File: src/rtl/rv_dmem_arbiter.sv
// Two-requester data-memory arbiter with a one-cycle, in-order response path.
// Define DMEM_ARB_ROUND_ROBIN_EN for round-robin arbitration; otherwise requester 0 has fixed priority.
module rv_dmem_arbiter #(
    parameter int AW = 12
) (
    input  logic        clk,
    input  logic        rst,

    input  logic        r0_valid_i,
    output logic        r0_ready_o,
    input  logic [63:0] r0_addr_i,
    input  logic        r0_we_i,
    input  logic [7:0]  r0_strobe_i,
    input  logic [63:0] r0_wdata_i,
    output logic        r0_rsp_valid_o,
    output logic [63:0] r0_rsp_rdata_o,
    output logic        r0_rsp_err_o,

    input  logic        r1_valid_i,
    output logic        r1_ready_o,
    input  logic [63:0] r1_addr_i,
    input  logic        r1_we_i,
    input  logic [7:0]  r1_strobe_i,
    input  logic [63:0] r1_wdata_i,
    output logic        r1_rsp_valid_o,
    output logic [63:0] r1_rsp_rdata_o,
    output logic        r1_rsp_err_o,

    output logic [63:0] mem_addr_o,
    output logic        mem_wr_en_o,
    output logic [7:0]  mem_wr_strobe_o,
    output logic [63:0] mem_wr_data_o,
    output logic        mem_rd_en_o,
    input  logic [63:0] mem_rd_data_i
);
    logic        acc;
    logic        gnt_id;
    logic        sel_we;
    logic [63:0] sel_addr;
    logic [7:0]  sel_strobe;
    logic [63:0] sel_wdata;
    logic        in_range;
    logic        mem_acc;

    logic        rsp_vld_q, rsp_vld_d;
    logic        rsp_own_q, rsp_own_d;
    logic        rsp_we_q,  rsp_we_d;
    logic        rsp_err_q, rsp_err_d;
    logic        r0_own, r1_own;

    assign acc = (r0_valid_i | r1_valid_i) & ~rst;

`ifdef DMEM_ARB_ROUND_ROBIN_EN
    // last_q holds the most recently granted requester; reset value 1 gives requester 0 priority.
    logic last_q, last_d;

    assign gnt_id = (r0_valid_i & r1_valid_i) ? ~last_q : ~r0_valid_i;
    assign last_d = acc ? gnt_id : last_q;

    always_ff @(posedge clk or posedge rst) begin
        if (rst) last_q <= 1'b1;
        else     last_q <= last_d;
    end
`else
    assign gnt_id = ~r0_valid_i;
`endif

    assign r0_ready_o = acc & ~gnt_id;
    assign r1_ready_o = acc &  gnt_id;

    assign sel_addr   = gnt_id ? r1_addr_i   : r0_addr_i;
    assign sel_we     = gnt_id ? r1_we_i     : r0_we_i;
    assign sel_strobe = gnt_id ? r1_strobe_i : r0_strobe_i;
    assign sel_wdata  = gnt_id ? r1_wdata_i  : r0_wdata_i;

    assign in_range = (sel_addr >> AW) == 64'd0;
    assign mem_acc  = acc & in_range;

    assign mem_addr_o      = rst ? 64'd0 : sel_addr;
    assign mem_wr_strobe_o = rst ? 8'd0  : sel_strobe;
    assign mem_wr_data_o   = rst ? 64'd0 : sel_wdata;
    assign mem_wr_en_o     = mem_acc &  sel_we;
    assign mem_rd_en_o     = mem_acc & ~sel_we;

    assign rsp_vld_d = acc;
    assign rsp_own_d = gnt_id;
    assign rsp_we_d  = sel_we;
    assign rsp_err_d = ~in_range;

    always_ff @(posedge clk or posedge rst) begin
        if (rst) begin
            rsp_vld_q <= 1'b0;
            rsp_own_q <= 1'b0;
            rsp_we_q  <= 1'b0;
            rsp_err_q <= 1'b0;
        end else begin
            rsp_vld_q <= rsp_vld_d;
            rsp_own_q <= rsp_own_d;
            rsp_we_q  <= rsp_we_d;
            rsp_err_q <= rsp_err_d;
        end
    end

    // Memory read data arrives in the response cycle and is routed only to the owner of a good read.
    assign r0_own = rsp_vld_q & ~rsp_own_q;
    assign r1_own = rsp_vld_q &  rsp_own_q;

    assign r0_rsp_valid_o = r0_own;
    assign r1_rsp_valid_o = r1_own;
    assign r0_rsp_err_o   = r0_own & rsp_err_q;
    assign r1_rsp_err_o   = r1_own & rsp_err_q;
    assign r0_rsp_rdata_o = (r0_own & ~rsp_we_q & ~rsp_err_q) ? mem_rd_data_i : 64'd0;
    assign r1_rsp_rdata_o = (r1_own & ~rsp_we_q & ~rsp_err_q) ? mem_rd_data_i : 64'd0;

endmodule

File: config.mk
export PLATFORM = sky130hd
export DESIGN_NAME = rv_dmem_arbiter
export DESIGN_NICKNAME = d
export VERILOG_FILES = /design/src/rtl/rv_dmem_arbiter.sv
export SDC_FILE = /design/constraint.sdc
export NUM_CORES = 1
export LEC_CHECK = 0
export CORE_AREA = 4 4 238 240
export DETAILED_ROUTE_END_ITERATION = 16
export DIE_AREA = 0 0 242 244
export REMOVE_ABC_BUFFERS = 1
export SETUP_SLACK_MARGIN = 0.3
export SLEW_MARGIN = 20
export SYNTH_ARGS = -nofsm -noshare
export SYNTH_HDL_FRONTEND = slang
export SYNTH_SLANG_ARGS = --single-unit
File: constraint.sdc
create_clock -name clk -period 1.85 [get_ports clk]
set_input_delay 0.37 -clock clk [delete_from_list [all_inputs] [get_ports clk]]
set_output_delay 0.37 -clock clk [all_outputs]
set_load 0.02 [all_outputs]
==> Yosys cells after proc, flatten, opt, wreduce, memory -nomap -nowiden <==
Cells that the tools add are included.
{ "word_totals": {"reg_bits": 4, "latchBits": 0, "ramBits": 0, "rom_bits": 0, "inputBits": 342, "out_inout_bits": 272, "elab_cells": 36, "n_memories": 0} }
{ "classes": {"add_sub_neg": 0, "mul": 0, "div_mod_pow": 0, "order_cmp": 0, "eq_ne": 0, "shifts": 0, "mux": 9, "bitwise_logic": 22, "reduce_logical": 1} }
{ "ops": {"columns": ["operator", "count"], "rows": [
  ["$mux W64", 6],
  ["$logic_not A64 Y1", 1],
  ["$mux W8", 2],
  ["$and A1 B1 Y1", 14],
  ["$not A1 Y1", 7],
  ["$mux W1", 1],
  ["$or A1 B1 Y1", 1]
]} }

==> Longest topological paths before layout <==
Gate-level depths: netlist of the first run.
{ "logic_depth": {"ltp_word": 5, "depth_mapped": 5, "mapped_depth_nobuf": 4} }

==> Least setup slack after synthesis of the first run <==
OpenSTA, ideal clock, no wires.
{ "synth_timing": {"kind": "in2out", "from": "in r0_valid_i", "to": "out mem_rd_en_o", "arrival_ns": 1.857, "t_required_ns": 1.480, "slack_ns": -0.377, "stages": 5, "n_path_buf": 1, "path_cell_list": "buf_6 > nor4_2 > nand4_1 > or4_4 > a2111oi_2"} }
{ "synth_between": {"elab_chain_cells": 4, "word_cells_on_any_way": 8, "classes_between": "2 x mux; 5 x bitwise; 1 x reduce/logical"} }
{ "synth_rtl": {"columns": ["item", "line_no", "text"], "rows": [
  ["start: declaration", "9", "input logic r0_valid_i,"],
  ["$mux W64 / $or A1 B1 Y1 (equally long branches)", "71, 51", null],
  ["$logic_not A64 Y1 / $and A1 B1 Y1 (equally long branches)", "76, 51", null],
  ["$and A1 B1 Y1", "77", "assign mem_acc = acc & in_range;"],
  ["$and A1 B1 Y1 (*)", "83", "assign mem_rd_en_o = mem_acc & ~sel_we;"],
  ["end: declaration", "33", "output logic mem_rd_en_o,"]
]} }
Every way passes the cells marked *; elsewhere a longest branch is shown, timed or not.

==> Worst setup path after layout of the first run <==
Ends and elaborated chain as after synthesis.

==> results.md, run 1 <==
* Highest ir drop seen on vdd at 0.166 mV
* Die outline height at 244 µm
* Yosys Warn Count at 0
* Clk sinks at 4
* Starting DRC count in detailed routing at 218
* Gr ovfl total at 0
* Setup violations, final at 264
* Fin. max-slew vios at 0
* Sequential share of power at 0.031
* Overall global routing resource usage at 0.173
* Synth unique cells at 26
* Area grow syn2layout at 337%
* Hpwl dp at ~43000 µm
* Initial core utilization at 0.0612
* Setup ws final at -0.948 ns
* WHS at 0.373 ns
* Cts hold-fix bufs at 0
* Post-synthesis sequential area ratio at 0.0299
* Flops & latches, synth at 4
* Nets at ~1700
* Worst-path maximum fanout at 4
* Fmax at 357 MHz
* H-tree depth at 1
* Power Internal at 0.00190 W
* WL final at 54500 µm
* Failing checks: setup timing
* Arr. time, crit path at ~2.4 ns
* Period utilization at 1.51
* Fin Setup TNS at -102.28 ns
* Max clock buf depth at 2
* Status: finished, violations left
* First-pass GRT wire length at 70800 µm
* Synthesized netlist cell count at 504
* Clock slew at reported path FFs at 0.03 ns
* Final Util at 0.268
* Pwr Density at 212 mW/mm²
* Worst Path Required at 1.48 ns
* Avg WL per Cell at between 20 and 30 µm
* Post-DRT Antenna Nets at 0
* DR vias/cell at 3.57
* Largest net degree at the start of global routing at 32
* Measured slew at the worst slew-check pin at 0.381 ns
* Layout cells sized above 1 at 0.558
* RePlAce Congestion at 0.891
* Switching power at 0.00119 W
* Worst hold path type: in2async
* Vias in the first global route at 8005
* RSZ-0062 raised after global routing: true
* Clk root buf: clkbuf_16
* Setup WS pre-CTS at -1.73 ns
* Post-route DRC at 0
* Row cnt at 86
* TritonCTS clock tree: built
* Core area at ~0.055 mm²
* Initial antenna violation count at 34
* Critical path endpoint category: primary output
* Drt pass-1 iters at 4
* Total of max-cap violations at 0
* Crit Path Category: in2out
* Comb power frac at 0.861
* Die area at between 0.05 and 0.06 mm²
* Die X-Extent at approximately 240 µm
* Vias at 7328
* Slew Limit Headroom at 0.745
* TritonCTS Buffers at 3
* IO Count at 614
* Fin. Hold Viols at 0
* Port bufs at 613
* CP startpoint kind: input port
* Switching share of total power at 0.385
* Total power at approximately 0.0031 W
* Post-Syn Area at 0.00335 mm²
* Clock Power Share at 0.108
* Minimum clock period at 2.80 ns
* Post-Syn Area per Cell at 6.64 µm²
* Leak at between 6 and 7 nW
-- cell usage after synthesis (all sizes together) --
library cell  count  area share
and3              3      0.0056
nor4b             1      0.0026
nand4             5      0.0093
mux2              1      0.0034
a2111oi           2      0.0090
dfrtp             4       0.030
nor4             20       0.039
a31oi             1      0.0019
a211o             1      0.0026
nor3b             2      0.0075
a221o             1      0.0030
buf              15       0.024
inv               2      0.0022
clkbuf           28       0.031
mux2i           136        0.41
or3               1      0.0019
nor3              4      0.0060
and2            130        0.24
nand2             1      0.0011
nor2            142        0.16
a41oi             1      0.0026
or4               2      0.0056
nor2b             1      0.0019
-- how the worst max path moves through the flow --
stage               cells past startpoint           endpoint           from
CTS                                     9        mem_rd_en_o  r1_addr_i[43]
detailed placement                      8        mem_wr_en_o  r1_addr_i[46]
global route                            9        mem_rd_en_o  r0_addr_i[32]
floorplan                               3  r0_rsp_rdata_o[0]      rsp_own_q
finish                                 12        mem_rd_en_o     r0_valid_i
global placement                        8        mem_wr_en_o  r1_addr_i[47]
-- cells by family (layout without fill, tap and decap cells) --
family | Yosys count | count (layout) | share of synthesized area
DFF | 4 | 4 | 0.0299
and+or+nand+nor | 312 | 312 | 0.483
buffers and inverters | 45 | 876 | 0.0579
AOI/OAI and AO/OA | 6 | 6 | 0.0191
other | 0 | 15 | 0
muxes | 137 | 137 | 0.410
-- layer usage --
layer | wire length, µm | GRT usage | part of all wire | up-vias
met3 | 4080 | 0.0589 | 0.075 | 76
met2 | 27800 | 0.312 | 0.51 | 446
li1 | - | - | - | 3397
met4 | 1370 | 0.0579 | 0.025 | 10
met5 | 69 | 0.0131 | 0.0013 | -
met1 | 21200 | 0.189 | 0.39 | 3399
-- worst max-delay path, cell delays in order --
cell       delay (ns)
clkbuf_16        0.15
buf_12           0.14
buf_6            0.11
buf_6            0.10
buf_8            0.12
buf_6            0.12
buf_16           0.13
a221o_1          0.35
buf_6            0.14
a2111oi_4        0.37
buf_4            0.19
buf_6            0.11
-- flip-flops by register name, summed over array words and instances (netlist names) --
signal and flops:
rsp_we_q 1, rsp_vld_q 1, rsp_err_q 1, rsp_own_q 1
-- layout by cell type, fill, tap and decap left out, types with 3 or more instances in the layout --
| cell | synthesis | routed |
|---|---|---|
| buf_8 | 0 | 19 |
| buf_2 | 14 | 7 |
| nor4_2 | 1 | 12 |
| diode_2 | 0 | 15 |
| buf_12 | 0 | 72 |
| clkbuf_2 | 0 | 11 |
| nor2_1 | 142 | 127 |
| buf_6 | 1 | 180 |
| dlymetal6s2s_1 | 0 | 26 |
| clkdlybuf4s50_1 | 0 | 275 |
| nor2_4 | 0 | 5 |
| clkdlybuf4s15_1 | 0 | 7 |
| dlygate4sd2_1 | 0 | 13 |
| mux2i_4 | 0 | 4 |
| clkbuf_16 | 0 | 5 |
| mux2i_2 | 0 | 8 |
| nor4_4 | 0 | 6 |
| nand4_1 | 5 | 5 |
| dfrtp_1 | 4 | 3 |
| and2_4 | 0 | 130 |
| buf_16 | 0 | 33 |
| buf_4 | 0 | 225 |
| mux2i_1 | 136 | 124 |
| nor2_2 | 0 | 10 |
-- cell type report --
cell class,instances,area [µm²]
Antenna cell,15,37.5
Clock buffer,3,75.1
Fill cell,5855,40000
Inverter,2,11.3
Multi-Input combinational cell,455,3770
Sequential cell,4,101
Tap cell,704,881
Timing Repair Buffer,871,9760
-- stage by stage --
step	instances	area (µm²)
after global placement	1908	11600
final	2054	14600
after floorplan	461	3160
after detailed placement	1908	11600
after global routing	2051	14600
after CTS	2014	13900
-- power by group through the flow --
| stage | Combinational [W] | Clock, W | Sequential, W |
|---|---|---|---|
| CTS | 0.00258 | 0.000342 | 0.0000970 |
| global placement | 0.00230 | 0 | 0.0000972 |
| detailed placement | 0.00230 | 0 | 0.0000976 |
| finish | 0.00267 | 0.000334 | 0.0000971 |
| floorplan | 0.000569 | 0 | 0.0000955 |
| global route | 0.00280 | 0.000346 | 0.0000975 |
-- what timing repair did --
| item | CTS | global route |
|---|---|---|
| buffers inserted | 72 | 24 |
| cloned | 31 | 1 |
| resized for setup | 1382 | 177 |
| endpoints found under the setup margin | 272 | 273 |
| pin swaps | 96 | 80 |
(Power assumes the default switching activity.)
==> run 2, diff against run 1 <==
--- a/config.mk
+++ b/config.mk
@@ -8,7 +8,6 @@
 export CORE_AREA = 4 4 238 240
 export DETAILED_ROUTE_END_ITERATION = 16
 export DIE_AREA = 0 0 242 244
-export REMOVE_ABC_BUFFERS = 1
 export SETUP_SLACK_MARGIN = 0.3
 export SLEW_MARGIN = 20
 export SYNTH_ARGS = -nofsm -noshare
==> results.md, run 2 (same netlist as run 1, synthesis figures left out) <==
* WHS at 0.318 ns (-0.0548 ns)
* Most common cell after layout, fill and taps aside: buf_6
* Row cnt at 86 (unchanged)
* Area grow syn2layout at 336%
* Die X-Extent at 242 µm (unchanged)
* Nets at 1627 (-3.1%)
* Fin. Hold Viols at 0 (unchanged)
* IO Count at 614 (unchanged)
* Highest ir drop seen on vdd at 0.213 mV (+28%)
* Setup ws final at -0.631 ns (+0.318 ns)
* TritonCTS clock tree: built
* Avg WL per Cell at 20.4 µm (-23%)
* Worst Path Buf+Inv at 2 (-8)
* Failing checks: setup timing
* DR vias/cell at 3.55 (-0.57%)
* Gr ovfl total at 0 (unchanged)
* Pwr Density at 218 mW/mm² (+2.9%)
* Clk root buf: clkbuf_16
* Met2 GRT Util at 0.246 (-0.0660)
* RSZ-0062 raised after global routing: true
* Status: finished, violations left
* Slew Limit Headroom at 0.765 (+0.0196)
* Vias at 7052 (-3.8%)
* Die area at 0.0590 mm² (unchanged)
* Period utilization at 1.34 (-0.172)
* H-tree depth at 1 (unchanged)
* RePlAce Congestion at 0.866 (-2.8%)
* Minimum clock period at 2.48 ns (-0.318 ns)
* Port bufs at 613 (unchanged)
* Die outline height at 244 µm (unchanged)
* Worst hold path type: in2async
* Fin. max-slew vios at 0 (unchanged)
* Clk sinks at 4 (unchanged)
* FF+latch area at 101 µm² (unchanged)
* Leak at 6.24 nW (-8.4%)
* Dpl cell area at 0.0115 mm² (-1.6%)
* Total of max-cap violations at 0 (unchanged)
* Met3 usage at 0.0280 (-0.0309)
* Fin Setup TNS at -73.50 ns (+28.78 ns)
* Fillers at 5742 (-1.9%)
* Vias in the first global route at 7684 (-4.0%)
* Delay-heaviest family, CP: simple AND/OR/NAND/NOR gates
* Peak-usage layer in the global routing report: met2
* TritonCTS Buffers at 3 (unchanged)
* Layout cells sized above 1 at 0.680 (+0.122)
* Drt pass-1 iters at 4 (unchanged)
* Largest net degree at the start of global routing at 35 (+9.4%)
* Worst-path maximum fanout at 7 (+3)
* Hpwl dp at 29600 µm (-31%)
* Measured slew at the worst slew-check pin at 0.351 ns (-0.0293 ns)
* GRT met1 Usage at 0.129 (-0.0599)
* Multi-input logic area at 0.00443 mm² (+17%)
* Post-route DRC at 0 (unchanged)
* Initial core utilization at 0.0612 (unchanged)
* Most frequent cells in the layout: 296 x buf_6, 261 x clkdlybuf4s50_1, 130 x and2_4, 129 x nor2_2, 101 x buf_4
* Setup violations, final at 236 (-11%)
* Overall global routing resource usage at 0.124 (-0.0492)
* Max clock buf depth at 2 (unchanged)
* Cts hold-fix bufs at 0 (unchanged)
* Worst Path Required at 1.48 ns (about the same)
* CP startpoint kind: input port
* Critical path endpoint category: primary output
* Max stage delay on crit path at 0.58 ns (+0.21 ns)
* First-pass GRT wire length at 54100 µm (-24%)
* Post-DRT Antenna Nets at 0 (unchanged)
* Core area at 0.0547 mm² (unchanged)
* Worst Setup SP: r0_valid_i
* Arr. time, crit path at 2.11 ns (-0.32 ns)
* WL final at 40500 µm (-26%)
* Mapped Nets at 846
* Starting DRC count in detailed routing at 84 (-61%)
* Clock slew at reported path FFs at 0.03 ns (about the same)
* Slowest cell on crit path: or4_4
* Initial antenna violation count at 10 (-71%)
* Critical-path cell list: clkbuf_16 > nor4_4 > nand4_1 > or4_4 > a2111oi_4 > buf_4
* Crit Path Category: in2out
* Fmax at 403 MHz (+13%)
* Post-route cell area at 0.0146 mm² (-0.43%)
run 2: cell count changes in the layout (fill, tap and decap cells not counted), sizes merged, moves of 11 or more:
cell and delta:
buf -56, dlygate4sd2 +31, dlymetal6s2s -23, clkdlybuf4s50 -14
diode -14, clkdlybuf4s15 +11
run 2: area by class of cell:
class	count	area share
Clock buffer	3	0.00515
Inverter	2	0.000515
Tap cell	704	0.0604
Sequential cell	4	0.00695
Antenna cell	1	0.000172
Multi-Input combinational cell	455	0.304
Timing Repair Buffer	819	0.623
run 2: power by group:
group / total, W / internal (W) / leakage (nW) / switching, W
Combinational: 0.00274 / 0.00158 / 6.16 / 0.00116
Sequential: 0.0000976 / 0.0000923 / 0.0440 / 0.00000530
Clock: 0.000337 / 0.000276 / 0.0370 / 0.0000611
Total: 0.00317 / 0.00195 / 6.24 / 0.00123
run 2: worst paths after layout:
check / endpoint / slack, ns / cells past startpoint
max: mem_rd_en_o / -0.63 / 6
min: rsp_vld_q / 0.32 / 4
max in group asynchronous: rsp_err_q / 1.42 / 4
min in group clk: rsp_vld_q / 0.46 / 3
run 2: repair_timing:
item,CTS,global route
resized for setup,1679,225
endpoints found under the setup margin,273,272
pin swaps,43,33
buffers inserted,93,21
gates cloned,25,1
run 2: metrics by stage:
| step | worst slack (ns) | cells | utilization | total power (W) |
|---|---|---|---|---|
| 2_1_floorplan | -0.269 | 504 | - | 0.000888 |
| 3_3_place_gp | -1.51 | 1844 | 0.210 | 0.00232 |
| 3_5_place_dp | -1.51 | 1844 | 0.210 | 0.00233 |
| 4_1_cts | -0.712 | 1965 | 0.251 | 0.00301 |
| 5_1_grt | -0.722 | 1988 | 0.267 | 0.00332 |
| 6_report | -0.631 | 1988 | 0.267 | 0.00317 |
run 2: routing by layer:
| layer | vias up | share of wire |
|---|---|---|
| li1 | 3279 | - |
| met1 | 3276 | 0.36 |
| met2 | 429 | 0.53 |
| met3 | 68 | 0.066 |
| met4 | 0 | 0.039 |
| met5 | - | 0 |
